<file path="config.mk">
export PLATFORM = sky130hd
export DESIGN_NAME = adder_carry_seq
export DESIGN_NICKNAME = d
export VERILOG_FILES = /design/src/rtl/adder_pkg.sv /design/src/rtl/adder_carry_mini.sv /design/src/rtl/adder_carry_seq.sv
export SDC_FILE = /design/constraint.sdc
export NUM_CORES = 1
export LEC_CHECK = 0
export CORE_MARGIN = 2
export CORE_UTILIZATION = 51
export DETAILED_ROUTE_END_ITERATION = 12
export PLACE_DENSITY_LB_ADDON = 0.12
export REMOVE_ABC_BUFFERS = 1
export SLEW_MARGIN = 15
export SYNTH_ARGS = -nofsm -noshare
export SYNTH_HDL_FRONTEND = slang
export SYNTH_SLANG_ARGS = --single-unit
</file>
<file path="constraint.sdc">
create_clock -name clk -period 10.5 [get_ports clk]
set_clock_uncertainty 0.2 [all_clocks]
set_input_delay 3.15 -clock clk [delete_from_list [all_inputs] [get_ports clk]]
set_output_delay 3.15 -clock clk [all_outputs]
set_load 0.05 [all_outputs]
</file>
<file path="src/rtl/adder_pkg.sv">
// Shared types and constants for the multi-byte add/subtract sequencer.
package adder_pkg;
    localparam int BYTE_W            = 8;
    localparam int MAX_BEATS_DEFAULT = 16;

    typedef enum logic {
        ST_IDLE,
        ST_BUSY
    } state_e;
endpackage

</file>
<file path="src/rtl/adder_carry_mini.sv">
// 8-bit carry-lookahead adder: every carry is a flat sum of generate/propagate products.
module adder_carry_mini
    import adder_pkg::*;
(
    input  logic [BYTE_W-1:0] a,
    input  logic [BYTE_W-1:0] b,
    input  logic              cin,
    output logic [BYTE_W-1:0] sum,
    output logic              cout
);

    logic [BYTE_W-1:0] gen;
    logic [BYTE_W-1:0] prop;
    logic [BYTE_W:0]   carry;
    logic              chainP;
    logic              chainC;

    assign gen  = a & b;
    assign prop = a ^ b;

    // Carry into bit i+1 is g[i] | p[i]g[i-1] | ... | p[i..0]cin, expanded per bit.
    always_comb begin
        carry    = '0;
        chainP   = 1'b1;
        chainC   = 1'b0;
        carry[0] = cin;
        for (int i = 0; i < BYTE_W; i++) begin
            chainP = 1'b1;
            chainC = 1'b0;
            for (int j = i; j >= 0; j--) begin
                chainC = chainC | (chainP & gen[j]);
                chainP = chainP & prop[j];
            end
            carry[i+1] = chainC | (chainP & cin);
        end
    end

    assign sum  = prop ^ carry[BYTE_W-1:0];
    assign cout = carry[BYTE_W];

endmodule

</file>
<file path="src/rtl/adder_carry_seq.sv">
// Byte-serial add/subtract sequencer: chains carry across beats into a one-entry
// registered result stage with valid/ready handshakes on both sides.
module adder_carry_seq
    import adder_pkg::*;
#(
    parameter int MAX_BEATS = MAX_BEATS_DEFAULT,
    parameter int CNT_W     = $clog2(MAX_BEATS + 1)
) (
    input  logic              clk,
    input  logic              rst,
    input  logic              in_valid,
    output logic              in_ready,
    input  logic [BYTE_W-1:0] in_a,
    input  logic [BYTE_W-1:0] in_b,
    input  logic              in_first,
    input  logic              in_last,
    input  logic              in_sub,
    output logic              out_valid,
    input  logic              out_ready,
    output logic [BYTE_W-1:0] out_sum,
    output logic              out_last,
    output logic              out_cout,
    output logic              out_ovf,
    output logic              out_err
);

    state_e            state_q, state_d;
    logic              carry_q, carry_d;
    logic              sub_q, sub_d;
    logic [CNT_W-1:0]  beat_cnt_q, beat_cnt_d;

    logic              out_valid_q, out_valid_d;
    logic [BYTE_W-1:0] out_sum_q, out_sum_d;
    logic              out_last_q, out_last_d;
    logic              out_cout_q, out_cout_d;
    logic              out_ovf_q, out_ovf_d;
    logic              out_err_q, out_err_d;

    logic              accept;
    logic              isIdle;
    logic              isFirst;
    logic              subEff;
    logic              cin;
    logic [BYTE_W-1:0] bEff;
    logic [BYTE_W-1:0] sum;
    logic              cout;
    logic              ovf;
    logic [CNT_W-1:0]  beatNum;
    logic              forced;
    logic              lastBeat;
    logic              seqErr;

    assign in_ready = !out_valid_q || out_ready;
    assign accept   = in_valid && in_ready;

    // Any beat seen in IDLE starts a new operation, whether or not it is flagged first.
    assign isIdle   = (state_q == ST_IDLE);
    assign isFirst  = isIdle || in_first;
    assign subEff   = isFirst ? in_sub : sub_q;
    assign cin      = isFirst ? in_sub : carry_q;
    assign bEff     = subEff ? ~in_b : in_b;
    assign beatNum  = isFirst ? CNT_W'(1) : beat_cnt_q + CNT_W'(1);
    assign forced   = (beatNum == CNT_W'(MAX_BEATS)) && !in_last;
    assign lastBeat = in_last || forced;
    assign seqErr   = (isIdle != in_first) || forced;
    assign ovf      = (in_a[BYTE_W-1] == bEff[BYTE_W-1]) && (sum[BYTE_W-1] != in_a[BYTE_W-1]);

    adder_carry_mini u_adder (
        .a    (in_a),
        .b    (bEff),
        .cin  (cin),
        .sum  (sum),
        .cout (cout)
    );

    always_comb begin
        state_d     = state_q;
        carry_d     = carry_q;
        sub_d       = sub_q;
        beat_cnt_d  = beat_cnt_q;
        out_valid_d = out_valid_q;
        out_sum_d   = out_sum_q;
        out_last_d  = out_last_q;
        out_cout_d  = out_cout_q;
        out_ovf_d   = out_ovf_q;
        out_err_d   = out_err_q;
        if (accept) begin
            state_d     = lastBeat ? ST_IDLE : ST_BUSY;
            carry_d     = cout;
            sub_d       = subEff;
            beat_cnt_d  = beatNum;
            out_valid_d = 1'b1;
            out_sum_d   = sum;
            out_last_d  = lastBeat;
            out_cout_d  = lastBeat && cout;
            out_ovf_d   = lastBeat && ovf;
            out_err_d   = seqErr;
        end else if (out_ready) begin
            out_valid_d = 1'b0;
        end
    end

    always_ff @(posedge clk) begin
        if (rst) begin
            state_q     <= ST_IDLE;
            carry_q     <= 1'b0;
            sub_q       <= 1'b0;
            beat_cnt_q  <= '0;
            out_valid_q <= 1'b0;
            out_sum_q   <= '0;
            out_last_q  <= 1'b0;
            out_cout_q  <= 1'b0;
            out_ovf_q   <= 1'b0;
            out_err_q   <= 1'b0;
        end else begin
            state_q     <= state_d;
            carry_q     <= carry_d;
            sub_q       <= sub_d;
            beat_cnt_q  <= beat_cnt_d;
            out_valid_q <= out_valid_d;
            out_sum_q   <= out_sum_d;
            out_last_q  <= out_last_d;
            out_cout_q  <= out_cout_d;
            out_ovf_q   <= out_ovf_d;
            out_err_q   <= out_err_d;
        end
    end

    assign out_valid = out_valid_q;
    assign out_sum   = out_sum_q;
    assign out_last  = out_last_q;
    assign out_cout  = out_cout_q;
    assign out_ovf   = out_ovf_q;
    assign out_err   = out_err_q;

endmodule

</file>
== Word-level counts from Yosys, hierarchy flattened ==
Index checks and enable logic that the tools add are counted.
W data, S select, Z words.

* Add/subtract/negate cells: 1
* Equality and inequality tests: 4
* Multiplexer cells: 7
* Bitwise logic cells: 105
* Reduce and logical (&&, ||, !) cells: 12

{| class="wikitable"
|+ Operators with widths
! cell !! number
|-
| $and A1 B1 Y1 || 64
|-
| $or A1 B1 Y1 || 36
|-
| $xor A8 B8 Y8 || 2
|-
| $and A8 B8 Y8 || 1
|-
| $mux W8 || 1
|-
| $not A8 Y8 || 1
|-
| $add A5 B1 Y5 const B || 1
|-
| $eq A5 B5 Y1 const B || 1
|-
| $logic_and A1 B1 Y1 || 5
|-
| $mux W1 || 5
|-
| $mux W5 || 1
|-
| $logic_or A1 B1 Y1 || 4
|-
| $logic_not A1 Y1 || 2
|-
| $ne A1 B1 Y1 || 2
|-
| $reduce_bool A2 Y1 || 1
|-
| $eq A1 B1 Y1 || 1
|-
| $not A1 Y1 || 1
|}

* Register bits: 21
* Input bits: 23
* Output and inout bits: 14
* Word-level logic and storage cells: 139

== Depth between registers and ports, before layout ==
Gate-level depths: netlist of run 1.

* Depth in word-level cells: 17
* Mapped depth: 12
* Depth with buffers taken out: 11

== Hierarchy ==
A second synthesis of run 1 with hierarchy kept.

* Cell total of the unflattened synthesis: 166
* Area total of the unflattened synthesis: 1,433.9 µm²

{| class="wikitable"
|+ By module, submodules not included
! module !! instances !! cells an instance !! area each (µm²) !! sequential area each (µm²)
|-
| adder_carry_seq || 1 || 125 || 1,101.1 || 420.4
|-
| adder_carry_mini || 1 || 41 || 332.8 || 0.0
|}

== Worst setup path after synthesis of run 1 ==
Ideal clock, no wire load.

* Path type: input -> output
* Start point: input out_ready
* End point: output in_ready
* Arrival: 3.598 ns
* Data required time: 7.150 ns
* Setup slack: 3.552 ns
* Stages: 1
* Buffers on the path: 0
* Path through: nand2b_1

* Longest elaborated chain between the ends: 1

{| class="wikitable"
|+ Ends and longest elaborated chain
! element !! RTL line !! source
|-
| from (decl) || adder_carry_seq.sv:19 || <nowiki>input logic out_ready,</nowiki>
|-
| $logic_or A1 B1 Y1 || adder_carry_seq.sv:53 || <nowiki>assign in_ready = !out_valid_q || out_ready;</nowiki>
|-
| to (decl) || adder_carry_seq.sv:12 || <nowiki>output logic in_ready,</nowiki>
|}

Every way passes these cells.

== Final worst setup path of run 1 ==
Ends and elaborated chain as after synthesis.

==> results of run 1 <==
[kinds of logic (layout without fill, tap and decap cells)]
| group | Yosys count | in the layout | share of synthesized area |
|---|---|---|---|
| xor gates and xnor gates | 16 | 16 | 0.107 |
| muxes | 3 | 3 | 0.0335 |
| AOI/OAI and AO/OA | 36 | 36 | 0.199 |
| buffers and inverters | 9 | 43 | 0.0315 |
| DFF | 21 | 21 | 0.321 |
| adders and majority gates | 11 | 11 | 0.111 |
| and+or+nand+nor | 48 | 48 | 0.197 |
[worst max path at each step]
stage	depth (start not counted)	slack, ns	startpoint	end
3_5_place_dp	3	2.58	out_ready	in_ready
6_report	3	2.59	out_ready	in_ready
5_1_grt	3	2.52	out_ready	in_ready
4_1_cts	3	2.58	out_ready	in_ready
2_1_floorplan	1	3.55	out_ready	in_ready
3_3_place_gp	3	2.60	out_ready	in_ready
[worst min-delay path, stage by stage (launching register included)]
cell     delay, ns
dfxtp_1       0.33
nand2_1       0.05
a21oi_1       0.05
[metal layers]
| layer | GRT usage | wire length [um] | share of wire |
|---|---|---|---|
| met5 | 0 | 0 | 0 |
| met4 | 0.0917 | 42 | 0.016 |
| met3 | 0.0191 | 111 | 0.042 |
| met2 | 0.381 | 1360 | 0.51 |
| met1 | 0.217 | 1150 | 0.43 |
[where the power goes]
group	leakage, nW	switching [mW]	internal, mW
combinational	0.451	0.0524	0.0417
clock	0.0177	0.0253	0.0142
sequential	0.173	0.00371	0.0864
[placed cells by master, fill, tap and decap left out, types with 4 or more instances in the layout]
cell,Yosys,routed
a211oi_1,4,4
a21oi_1,14,14
clkdlybuf4s50_1,0,36
dfxtp_1,21,21
ha_1,10,10
nand2_1,13,13
nand2b_1,4,4
nand3_1,8,8
nand3b_1,6,6
nor2_1,8,8
o21ai_0,8,8
xnor2_1,14,14
[registers in the layout (all words and copies together) (netlist names)]
name,flops
out_sum,8
beat_cnt_q,5
carry_q,1
out_cout,1
out_err,1
out_last,1
out_ovf,1
out_valid,1
state_q,1
sub_q,1
[per-stage QoR]
stage / utilization / area (sq um) / worst slack, ns / power [mW] / std cells
global placement: 0.683 / 1680 / 2.60 / 0.183 / 204
floorplan: - / 1280 / 3.55 / 0.157 / 138
global route: 0.694 / 1700 / 2.52 / 0.236 / 208
CTS: 0.694 / 1700 / 2.58 / 0.225 / 208
finish: 0.694 / 1700 / 2.59 / 0.224 / 208
detailed placement: 0.683 / 1680 / 2.58 / 0.186 / 204
[cell type report]
| cell class | count | area share |
|---|---|---|
| Clock buffer | 3 | 0.0132 |
| Clock inverter | 1 | 0.00294 |
| Multi-Input combinational cell | 114 | 0.497 |
| Inverter | 3 | 0.00661 |
| Timing Repair Buffer | 36 | 0.211 |
| Sequential cell | 21 | 0.247 |
| Tap cell | 30 | 0.0220 |
==> metrics.yaml, run 1 <==
power_density_nw_per_um2: 131
rsz0062_at_grt: "no"
path_class: "input port to primary output"
track_usage: 0.200
tightest_slew_ns: 0.741
core_area_sq_um: 2450
required_ns: 7.15
start_util: 0.533
finalSetupTns_ns: 0
drtIter0Drc: 14
cts_setup_buffers: 0
startpoint_type: "input port"
yosysMostFrequentCell: "dfxtp_1"
die_width_um: 54.7
fillers: 199
worstSkewPairLatency_ns: 0.31
hold_buffers: 0
cp_slowest_cell: "clkdlybuf4s50_1"
ant_nets: 0
p_leak_nw: 0.642
reg2reg_slack_ns: 7.22
routedWlPerCell_um: 12.9
cp.arrival_ns: 4.56
finalCritPeriodShare: 0.753
ys_ff_latch: 21
netlist_area_sq_um: 1310
cts_sinks: 21
regArea_sq_um: 420
fp.dieH_um: 54.7
io_pins: 37
synth_top_area_frac: 0.321
yosysTopAreaCell: "dfxtp_1"
dp_hpwl_um: 2040
cts_resized: 0
syn_inst: 144
finalSetupViolCount: 0
antenna_found_initial: 0
drcViolationCount: 0
worstReg2RegStart: "state_q"
io_buffers: 36
tritoncts: "done"
synth_async_sr_flop_share: 0
crit_top_cell: "clkdlybuf4s50_1"
drv_slew: 0
cp.buffers_inverters: 2
hp-class: "register to register"
drive_gt1_frac: 0.0843
min_to: "out_sum[2]"
dr.pass1.iters: 4
cts-root-buf: "clkbuf_4"
cts_buffers: 3
drt_wl_total_um: 2670
finalWorstPathRequiredPeriod_ns: 7.91
clk_path_buf_depth: 2
synth_warnings: 0
vias_per_cell: 5.48
grt_pass1_vias: 1098
syn_to_final_growth_pct: 30.2
multi_input_area_sq_um: 847
path_delay_family: "buffers and inverters"
grt_max_degree: 23
synth_enable_flop_cells: 0
place_congestion: 0.743
num_vias: 1139
rows: 18
hold_viol_final: 0
synth_area_leaders: "dfxtp_1 (32%), ha_1 (9.6%), xnor2_1 (9.4%)"
syn_avg_cell_area_sq_um: 9.09
crit_fanout: 4
irDropWorstVdd_v: 0.0000792
synth_cell_type_count: 36
yosysSeqAreaShare: 0.321
yosys_most_used_dff: "dfxtp_1"
grt_first_pass_wirelength_um: 4380
fmax_mhz: 126
design.die.area_sq_um: 2990
reg2reg_depth: 9
slew_headroom: 0.496
r2r-end: "carry_q"
worst_hold_slack_ns: 0.267
max-cap-violations: 0
grt-ovfl-total: 0
status: "complete, no violations"
hp-start: "out_sum[2]"
hold-path-cell-count: 2
path_cells: "clkdlybuf4s50_1 -> nand2b_1 -> clkdlybuf4s50_1"
clkSlewWorstSetupHoldPaths_ns: 0.12
htree_levels: 1
insertedDiodeCount: 0
crit_path_end_kind: "primary output"
fin_nets: 213
max_stage_delay_ns: 0.82
synthTopCellsByCount: "dfxtp_1 (21), a21oi_1 (14), xnor2_1 (14)"
No activity file was read; power rests on OpenSTA's default activity.
==> run 2, diff against run 1 <==
- CORE_UTILIZATION: 51 -> 47
- clock period: 10.5 -> 8.1 ns (I/O delays scaled with it)
==> run 2 against run 1 <==
Global-route usage fell by 1.8 points. First-iteration DRC count rose by 64%. Routed wire length rose by 1.4%. Flip-flop and latch count did not move. Via count fell by 1.1%. Cell area barely moved. Die area rose by 7.9%. Sequential power rose by 29%. Combinational power rose by 30%. Total power rose by 31%. Critical endpoint unchanged. Highest routed layer unchanged.
==> metrics.yaml, run 2 (synthesized netlist as in run 1, its figures left out) <==
cp.arrival_ns: 3.84
power_frac_seq: 0.398
reg2reg_depth: 9
irDropWorstVdd_v: 0.000103
largest_reg_flops: 8
drv_slew: 0
fin_nets: 213
finalWorstPathRequiredPeriod_ns: 6.47
ant_nets: 0
grt_max_degree: 23
cp_slowest_cell: "clkdlybuf4s50_1"
rows: 19
critical_path.endpoint: "in_ready"
worstReg2RegStart: "state_q"
p_int_mw: 0.184
grt_first_pass_wirelength_um: 4710
reg2reg_slack_ns: 4.77
combPwrFrac: 0.417
cp.buffers_inverters: 2
track_usage: 0.181
cp-startpoint: "out_ready"
finalSetupViolCount: 0
place_congestion: 0.904
core_area_sq_um: 2710
pwr-share-clk: 0.184
path_cells: "clkdlybuf4s50_1 -> nand2b_1 -> clkdlybuf4s50_1"
final_cell_mix: "clkdlybuf4s50_1 (36), dfxtp_1 (21), xnor2_1 (14), a21oi_1 (14), nand2_1 (13)"
max_stage_delay_ns: 0.81
start_util: 0.483
cts_buffers: 3
crit_path_end_kind: "primary output"
cts-root-buf: "clkbuf_4"
crit_fanout: 4
clkSlewWorstSetupHoldPaths_ns: 0.13
path_depth: 3
cts_resized: 0
dp_hpwl_um: 1990
htree_levels: 1
drt_wl_total_um: 2710
mostFrequentLayoutCell: "clkdlybuf4s50_1"
crit_top_cell: "clkdlybuf4s50_1"
vias_per_cell: 5.39
insertedDiodeCount: 0
die_width_um: 56.8
hold_viol_final: 0
slew_headroom: 0.467
path_delay_family: "buffers and inverters"
hold-path-cell-count: 2
sw_frac_of_total: 0.369
finalPower_mw: 0.292
num_vias: 1127
syn_to_final_growth_pct: 30.3
switching_power_mw: 0.108
rsz0062_at_grt: "no"
hp-class: "register to register"
tightest_slew_ns: 0.784
fin_util: 0.629
power_density_nw_per_um2: 171
antenna_found_initial: 0
drtIter0Drc: 23
finalCritPeriodShare: 0.799
max-cap-violations: 0
path_class: "input port to primary output"
fp.dieH_um: 56.8
cts_sinks: 21
required_ns: 5.47
tritoncts: "done"
dr.pass1.iters: 4
io_buffers: 36
grt-ovfl-total: 0
grt_pass1_vias: 1150
worst_hold_slack_ns: 0.261
routedWlPerCell_um: 13.0
status: "complete, no violations"
drcViolationCount: 0
io_pins: 37
p_leak_nw: 0.642
worstSkewPairLatency_ns: 0.32
r2r-end: "carry_q"
clk_path_buf_depth: 2
design.die.area_sq_um: 3220
fmax_mhz: 155
drive_gt1_frac: 0.0843
cts_setup_buffers: 0
startpoint_type: "input port"
finalSetupTns_ns: 0
hold_buffers: 0
-- run 2: cell counts in the layout (fill, tap and decap cells not counted) --
No cell type changed its count.
-- run 2: power by group through the flow --
stage | Clock (mW) | Sequential, mW | Combinational, mW
3_5_place_dp | 0 | 0.119 | 0.122
5_1_grt | 0.0574 | 0.117 | 0.133
3_3_place_gp | 0 | 0.118 | 0.120
2_1_floorplan | 0 | 0.143 | 0.0604
6_report | 0.0539 | 0.116 | 0.122
4_1_cts | 0.0549 | 0.117 | 0.123
-- run 2: worst reg2reg max path, delay by kind of cell, from the launching register on --
kind / cells / cell delay (ns)
xor gates and xnor gates: 1 / 0.24
adders and majority gates: 2 / 0.75
and+or+nand+nor: 1 / 0.24
muxes: 1 / 0.74
DFF: 1 / 0.35
AOI/OAI and AO/OA: 4 / 0.72
-- run 2: final cells by class --
type | count | area [sq um]
multi-input cells | 114 | 847
clock inverters | 1 | 5.00
clock buffers | 3 | 22.5
repair buffers | 36 | 360
flip-flops and latches | 21 | 420
inverters | 3 | 11.3
well taps | 31 | 38.8
fillers | 259 | 1000
-- run 2: layer usage --
metal / global-route usage / wire, um / vias to the layer above
met4: 0.0764 / 47 / 0
li1: - / - / 579
met2: 0.332 / 1280 / 34
met3: 0.0184 / 123 / 5
met5: 0 / 0 / -
met1: 0.212 / 1260 / 509
-- run 2: worst min-delay path by stage --
stage	slack (ns)	startpoint	endpoint
5_1_grt	0.29	out_sum[2]	out_sum[2]
2_1_floorplan	0.23	state_q	state_q
6_report	0.26	out_sum[0]	out_sum[0]
4_1_cts	0.27	out_sum[0]	out_sum[0]
3_5_place_dp	0.25	out_sum[0]	out_sum[0]
3_3_place_gp	0.24	out_sum[2]	out_sum[2]
-- run 2: per-stage QoR --
step	setup slack (ns)	cells	area, sq um
5_1_grt	1.57	209	1710
3_5_place_dp	1.64	205	1680
2_1_floorplan	2.59	138	1280
4_1_cts	1.63	209	1710
3_3_place_gp	1.65	205	1680
6_report	1.63	209	1710
